<file path="src/rtl/lpc_pkg.sv">
// Shared LPC package: default frame/order/width constants and the
// autocorrelation control state encoding used by control and Levinson blocks.
package lpc_pkg;

    localparam int LPC_N  = 160;
    localparam int LPC_P  = 10;
    localparam int LPC_DW = 16;
    localparam int LPC_RW = 40;
    localparam int LPC_AW = 8;
    localparam int LPC_KW = 4;

    typedef enum logic [2:0] {
        IDLE  = 3'd0,
        ISSUE = 3'd1,
        DRAIN = 3'd2,
        WRITE = 3'd3,
        DONE  = 3'd4
    } lpc_state_e;

endpackage

</file>
<file path="src/rtl/lpc_autocorrelation_if.sv">
// Sample-memory read port pair and result-memory write port of the
// autocorrelation engine; master is the engine, slave the memories.
interface lpc_autocorrelation_if
    import lpc_pkg::*;
#(
    parameter int DW = LPC_DW,
    parameter int RW = LPC_RW,
    parameter int AW = LPC_AW
);
    logic        [AW-1:0]     x_raddr_a;
    logic        [AW-1:0]     x_raddr_b;
    logic signed [DW-1:0]     x_rdata_a;
    logic signed [DW-1:0]     x_rdata_b;
    logic                     r_wen;
    logic        [LPC_KW-1:0] r_waddr;
    logic signed [RW-1:0]     r_wdata;

    modport master (
        output x_raddr_a, x_raddr_b, r_wen, r_waddr, r_wdata,
        input  x_rdata_a, x_rdata_b
    );

    modport slave (
        input  x_raddr_a, x_raddr_b, r_wen, r_waddr, r_wdata,
        output x_rdata_a, x_rdata_b
    );
endinterface

</file>
<file path="src/rtl/lpc_mac.sv">
// Signed multiply-accumulate: full-precision DW x DW product sign-extended into
// an RW accumulator; clear has priority over enable.
module lpc_mac
    import lpc_pkg::*;
#(
    parameter int DW = LPC_DW,
    parameter int RW = LPC_RW
) (
    input  logic                 clk,
    input  logic                 reset,
    input  logic                 clear,
    input  logic                 enable,
    input  logic signed [DW-1:0] a,
    input  logic signed [DW-1:0] b,
    output logic signed [RW-1:0] acc,
    output logic signed [RW-1:0] acc_next
);
    logic signed [2*DW-1:0] prod_s;
    logic signed [RW-1:0]   prod_ext_s;
    logic signed [RW-1:0]   acc_d;
    logic signed [RW-1:0]   acc_q;

    // Product and next accumulator value
    always_comb begin
        prod_s     = a * b;
        prod_ext_s = RW'(prod_s);
        if (clear) begin
            acc_d = '0;
        end else if (enable) begin
            acc_d = acc_q + prod_ext_s;
        end else begin
            acc_d = acc_q;
        end
    end

    // Accumulator register
    always_ff @(posedge clk) begin
        if (reset) begin
            acc_q <= '0;
        end else begin
            acc_q <= acc_d;
        end
    end

    assign acc      = acc_q;
    assign acc_next = acc_d;
endmodule

</file>
<file path="src/rtl/lpc_autocorrelation.sv">
// Frame autocorrelation R[0..P] over N samples via a dual-port sample read and lpc_mac.
// Optional build macro LPC_AUTOCORR_ZGUARD_EN forces R[0]=1 on an all-zero frame.
module lpc_autocorrelation
    import lpc_pkg::*;
#(
    parameter int N  = LPC_N,
    parameter int P  = LPC_P,
    parameter int DW = LPC_DW,
    parameter int RW = LPC_RW,
    parameter int AW = LPC_AW
) (
    input  logic                  clk,
    input  logic                  reset,
    input  logic                  start,
    output logic                  ready,
    lpc_autocorrelation_if.master bus
);
    localparam logic [AW-1:0]     N_LAST = AW'(N - 1);
    localparam logic [LPC_KW-1:0] P_K    = LPC_KW'(P);

    lpc_state_e               state_q, state_d;
    logic        [LPC_KW-1:0] k_q, k_d;
    logic        [AW-1:0]     n_q, n_d;
    logic                     issue_prev_q, issue_prev_d;
    logic                     ready_q, ready_d;
    logic                     r_wen_q, r_wen_d;
    logic        [LPC_KW-1:0] r_waddr_q, r_waddr_d;
    logic signed [RW-1:0]     r_wdata_q, r_wdata_d;
    logic        [AW-1:0]     raddr_a_q, raddr_a_d;
    logic        [AW-1:0]     raddr_b_q, raddr_b_d;
    logic                     mac_clear_s;
    logic signed [RW-1:0]     acc_s;
    logic signed [RW-1:0]     acc_next_s;
    logic signed [RW-1:0]     wdata_s;

    // Read data returns one cycle after ISSUE, so the MAC is enabled from the delayed flag
    lpc_mac #(.DW(DW), .RW(RW)) u_mac (
        .clk      (clk),
        .reset    (reset),
        .clear    (mac_clear_s),
        .enable   (issue_prev_q),
        .a        (bus.x_rdata_a),
        .b        (bus.x_rdata_b),
        .acc      (acc_s),
        .acc_next (acc_next_s)
    );

    // Next-state, lag and sample index control
    always_comb begin
        state_d     = state_q;
        k_d         = k_q;
        n_d         = n_q;
        mac_clear_s = 1'b0;
        case (state_q)
            IDLE, DONE: begin
                if (start) begin
                    state_d     = ISSUE;
                    k_d         = '0;
                    n_d         = '0;
                    mac_clear_s = 1'b1;
                end else begin
                    state_d = state_q;
                end
            end
            ISSUE: begin
                n_d = n_q + AW'(1);
                if (n_q == N_LAST) begin
                    state_d = DRAIN;
                end else begin
                    state_d = ISSUE;
                end
            end
            DRAIN: begin
                state_d = WRITE;
            end
            WRITE: begin
                if (k_q == P_K) begin
                    state_d = DONE;
                end else begin
                    state_d     = ISSUE;
                    k_d         = k_q + LPC_KW'(1);
                    n_d         = AW'(k_q + LPC_KW'(1));
                    mac_clear_s = 1'b1;
                end
            end
            default: begin
                state_d = IDLE;
            end
        endcase
    end

    // Result value; acc_next already holds the final product when entering WRITE
    always_comb begin
`ifdef LPC_AUTOCORR_ZGUARD_EN
        if ((k_d == '0) && (acc_next_s == '0)) begin
            wdata_s = RW'(1);
        end else begin
            wdata_s = acc_next_s;
        end
`else
        wdata_s = acc_next_s;
`endif
    end

    // Registered outputs are derived from the next state so they align with it
    always_comb begin
        issue_prev_d = (state_q == ISSUE);
        ready_d      = (state_d == DONE);
        if (state_d == ISSUE) begin
            raddr_a_d = n_d;
            raddr_b_d = n_d - AW'(k_d);
        end else begin
            raddr_a_d = '0;
            raddr_b_d = '0;
        end
        if (state_d == WRITE) begin
            r_wen_d   = 1'b1;
            r_waddr_d = k_d;
            r_wdata_d = wdata_s;
        end else begin
            r_wen_d   = 1'b0;
            r_waddr_d = '0;
            r_wdata_d = '0;
        end
    end

    // State and output registers
    always_ff @(posedge clk) begin
        if (reset) begin
            state_q      <= IDLE;
            k_q          <= '0;
            n_q          <= '0;
            issue_prev_q <= 1'b0;
            ready_q      <= 1'b0;
            r_wen_q      <= 1'b0;
            r_waddr_q    <= '0;
            r_wdata_q    <= '0;
            raddr_a_q    <= '0;
            raddr_b_q    <= '0;
        end else begin
            state_q      <= state_d;
            k_q          <= k_d;
            n_q          <= n_d;
            issue_prev_q <= issue_prev_d;
            ready_q      <= ready_d;
            r_wen_q      <= r_wen_d;
            r_waddr_q    <= r_waddr_d;
            r_wdata_q    <= r_wdata_d;
            raddr_a_q    <= raddr_a_d;
            raddr_b_q    <= raddr_b_d;
        end
    end

    assign ready         = ready_q;
    assign bus.x_raddr_a = raddr_a_q;
    assign bus.x_raddr_b = raddr_b_q;
    assign bus.r_wen     = r_wen_q;
    assign bus.r_waddr   = r_waddr_q;
    assign bus.r_wdata   = r_wdata_q;
endmodule

</file>
<file path="src/flat_wrapper.sv">
// flat-port wrapper written by rule: the top's interface ports become plain ports
module lpc_autocorrelation_flat import lpc_pkg::*;
#(
    parameter int N  = LPC_N,
    parameter int P  = LPC_P,
    parameter int DW = LPC_DW,
    parameter int RW = LPC_RW,
    parameter int AW = LPC_AW
)
  (clk, reset, start, ready, bus_x_raddr_a, bus_x_raddr_b, bus_r_wen, bus_r_waddr, bus_r_wdata, bus_x_rdata_a, bus_x_rdata_b);
  lpc_autocorrelation_if #(.DW(DW), .RW(RW), .AW(AW)) bus_i ();
  input  logic clk;
  input  logic reset;
  input  logic start;
  output logic ready;
  output wire logic [$bits(bus_i.x_raddr_a)-1:0] bus_x_raddr_a;
  output wire logic [$bits(bus_i.x_raddr_b)-1:0] bus_x_raddr_b;
  output wire logic [$bits(bus_i.r_wen)-1:0] bus_r_wen;
  output wire logic [$bits(bus_i.r_waddr)-1:0] bus_r_waddr;
  output wire logic [$bits(bus_i.r_wdata)-1:0] bus_r_wdata;
  input wire logic [$bits(bus_i.x_rdata_a)-1:0] bus_x_rdata_a;
  input wire logic [$bits(bus_i.x_rdata_b)-1:0] bus_x_rdata_b;
  assign bus_x_raddr_a = bus_i.x_raddr_a;
  assign bus_x_raddr_b = bus_i.x_raddr_b;
  assign bus_r_wen = bus_i.r_wen;
  assign bus_r_waddr = bus_i.r_waddr;
  assign bus_r_wdata = bus_i.r_wdata;
  assign bus_i.x_rdata_a = bus_x_rdata_a;
  assign bus_i.x_rdata_b = bus_x_rdata_b;
  lpc_autocorrelation #(.N(N), .P(P), .DW(DW), .RW(RW), .AW(AW)) u_core (.clk(clk), .reset(reset), .start(start), .ready(ready), .bus(bus_i));
endmodule
</file>
<file path="config.mk">
export PLATFORM = sky130hd
export DESIGN_NAME = lpc_autocorrelation_flat
export DESIGN_NICKNAME = d
export VERILOG_FILES = /design/src/rtl/lpc_pkg.sv /design/src/rtl/lpc_autocorrelation_if.sv /design/src/rtl/lpc_mac.sv /design/src/rtl/lpc_autocorrelation.sv /design/src/flat_wrapper.sv
export SDC_FILE = /design/constraint.sdc
export NUM_CORES = 1
export LEC_CHECK = 0
export ABC_AREA = 1
export BUFFER_PORTS_ARGS = -buffer_cell sky130_fd_sc_hd__buf_2
export CORE_UTILIZATION = 60
export DETAILED_ROUTE_END_ITERATION = 10
export PLACE_DENSITY = 0.78
export SLEW_MARGIN = 20
export SYNTH_ARGS = -nofsm -noshare
export SYNTH_HDL_FRONTEND = slang
export SYNTH_HIERARCHICAL = 1
export SYNTH_SLANG_ARGS = --single-unit
export TNS_END_PERCENT = 10
</file>
<file path="constraint.sdc">
create_clock -name clk -period 8.4 [get_ports clk]
set_clock_uncertainty 0.05 [all_clocks]
set_input_delay 1.26 -clock clk [delete_from_list [all_inputs] [get_ports clk]]
set_output_delay 1.26 -clock clk [all_outputs]
set_load 0.01 [all_outputs]
</file>
==> impl_metrics.json <==
{
  "cp_num_buf_inv": 9,
  "grt_start_max_net_pins": 66,
  "finalSetupTns_ns": 0,
  "postCtsSetupBuffers": 0,
  "layout.nets": 3034,
  "firstDrtPassIters": 6,
  "crit_fanout": 16,
  "wirelength_um": 45200,
  "synthMuxAreaShare_pct": 0,
  "wl_per_cell_um": 15.33,
  "dp_hpwl_um": 37930,
  "max-cap-violations": 0,
  "synth_edf_count": 0,
  "slew_violations": 0,
  "slowest_stage": "fa_1",
  "min_from": "u_core/u_mac/acc[0]",
  "die_w_um": 177.5,
  "hold_viol_final": 0,
  "path_clk_slew_ns": 0.06,
  "viasPerCell": 5.101,
  "netlist_area_um2": 18480,
  "yosysTopAreaCellShare_pct": 35.87,
  "numCtsBuffers": 17,
  "syn_area_per_cell_um2": 7.367,
  "fin_crit_ns": 7.253,
  "io_buffer_count": 96,
  "antenna_left": 0,
  "critPathRequiredTime_ns": 8.70,
  "synth_compound_area_share_pct": 2.905,
  "cts_hold_buf": 0,
  "cts_tree": "yes",
  "syn_nets": 2996,
  "gr-total-overflow": 0,
  "grt_pass1_wl_um": 76400,
  "arrival_ns": 7.55,
  "area_growth_pct": 6.949,
  "hold_depth": 2,
  "async_flop_share_pct": 0,
  "critPathKind": "in2reg",
  "ys_seq_area_share_pct": 12.79,
  "die_h_um": 177.5,
  "synthFlopType": "dfxtp_1",
  "start_util_pct": 61.68,
  "worstRegToRegCells": 21,
  "antenna_found_initial": 0,
  "synthTopCellsByArea": "fa_1 36%, inv_1 15%, dfxtp_1 13%, nand2_1 11%, ha_1 8.3%",
  "yosys_warnings": 6,
  "io_pins": 97,
  "grt_pass1_vias": 15569,
  "grtUsageTotal_pct": 30.94,
  "synth_top_cell_by_area": "fa_1",
  "yosysUniqueCellTypes": 41,
  "fmax_mhz": 137.9,
  "slew_headroom_pct": 42.53,
  "timing.rr.start": "u_core/u_mac/acc[15]",
  "cts_resized": 0,
  "end_kind": "register",
  "rrSetupSlack_ns": 3.38,
  "vias": 15038,
  "clockBufferDepth": 2,
  "core_um2": 29950,
  "cpMostUsedCell": "inv_1",
  "synthAdderAreaFrac_pct": 44.13,
  "path_delay_family": "adder cells",
  "hold_class": "reg2reg",
  "synth_top_family_by_area": "adder cells",
  "die_area_um2": 31500,
  "cts_root_buf": "clkbuf_16",
  "finalSetupViolations": 0,
  "rsz0062_at_grt": "no",
  "min_to": "u_core/u_mac/acc[0]",
  "synthCells": 2508,
  "cts_sinks": 118,
  "slowest_delay_ns": 0.76,
  "status": "finished, final reports clean",
  "drt_drc_violations_left": 0,
  "synth_simple_gate_area_share_pct": 22.50,
  "worstMarginPinSlew_ns": 0.8611,
  "period_share_pct": 86.35,
  "drt-initial-drc-count": 1031,
  "r2r-end": "u_core/bus.r_wdata[28]",
  "clock_latency_ns": 0.42,
  "synthXorXnorAreaFrac_pct": 0.2777,
  "htree_levels": 4,
  "yosys_register_bits": 118,
  "std_cell_rows": 63,
  "startpoint_type": "input port",
  "diodes": 0,
  "globalplace.congestion": 0.9783,
  "drive_gt1_share_pct": 8.444
}
[Yosys cell counts, types with 6 or more instances]
master,count
dfxtp_1,118
or2_2,21
nand3_1,103
nand4_1,11
nor2_4,6
o21ai_1,7
nor3_1,11
fa_1,331
o21ai_0,19
nand3_2,7
inv_2,9
nor4_1,7
o21bai_1,10
nand2_1,555
ha_1,122
nor2_2,11
nand2_2,16
clkbuf_1,78
nor2_1,225
a21oi_1,44
inv_1,761
[layout make-up]
type                       instances  area, µm²
tap                              390      488.0
clock buffer                      20      456.7
sequential                       118       2364
inverter                         773       2902
clock inverter                    11      126.4
timing repair buffer             102      525.5
multi-input combinational       1534      12900
fill                            2575      10190
[worst max path at each step]
| stage | start | cells after the start | end | slack (ns) |
|---|---|---|---|---|
| floorplan | bus_x_rdata_b[5] | 26 | u_core/bus.r_wdata[38] | 1.46 |
| global placement | bus_x_rdata_b[1] | 25 | u_core/bus.r_wdata[35] | 0.91 |
| detailed placement | bus_x_rdata_b[1] | 25 | u_core/bus.r_wdata[35] | 0.79 |
| CTS | bus_x_rdata_b[1] | 25 | u_core/bus.r_wdata[35] | 1.20 |
| global route | bus_x_rdata_a[15] | 26 | u_core/bus.r_wdata[39] | 0.72 |
| finish | bus_x_rdata_b[1] | 26 | u_core/bus.r_wdata[35] | 1.15 |
[cell families after synthesis]
group / after synthesis
AO/OA/AOI/OAI: 92
XOR/XNOR: 5
adder cells (fa/ha/maj): 453
buffers and inverters: 856
flip-flops: 118
AND/OR/NAND/NOR: 984
[routing by layer]
layer | global-route usage (%) | part of all wire [%] | vias to the layer above
li1 | - | - | 7175
met1 | 41.49 | 44 | 7281
met2 | 52.70 | 48 | 487
met3 | 3.620 | 5.4 | 95
met4 | 8.974 | 2.3 | 0
met5 | 0 | 0 | -
[state kept, by name (all words and copies together), names as in the netlist]
signal	flops
u_core/bus.r_waddr	4
u_core/bus.r_wdata	40
u_core/bus.r_wen	1
u_core/bus.x_raddr_a	8
u_core/bus.x_raddr_b	8
u_core/issue_prev_q	1
u_core/k_q	4
u_core/n_q	8
u_core/ready	1
u_core/state_q	3
u_core/u_mac/acc	40
[placed cells by master, fill, tap and decap left out, drive strengths merged, types with 10 or more instances in the layout]
master and instances:
a21oi 49, buf 102, clkbuf 20, dfxtp 118, fa 331, ha 122
inv 771, nand2 572, nand3 111, nand4 11, nor2 242, nor3 14
o21ai 27, o21bai 10, or2 23
[tightest hold or removal path, cell delays in order, from the launching register on]
cell and delay [ns]:
dfxtp_1 0.32, nor2_1 0.14, nor4_1 0.07
[stage by stage]
| stage | utilization [%] | hold WS (ns) | setup slack (ns) | area, µm² | instances |
|---|---|---|---|---|---|
| after floorplan | - | 0.4630 | 1.461 | 18480 | 2508 |
| after global placement | 64.02 | 0.4920 | 0.9100 | 19180 | 2917 |
| after detailed placement | 64.02 | 0.5048 | 0.7936 | 19180 | 2917 |
| after CTS | 65.96 | 0.5198 | 1.205 | 19760 | 2948 |
| after global routing | 65.96 | 0.5652 | 0.7218 | 19760 | 2948 |
| final | 65.96 | 0.5272 | 1.147 | 19760 | 2948 |
Power is left out: the tool's default activity adds up to more than one toggle a clock period on the data nets, which glitch-free logic cannot reach.
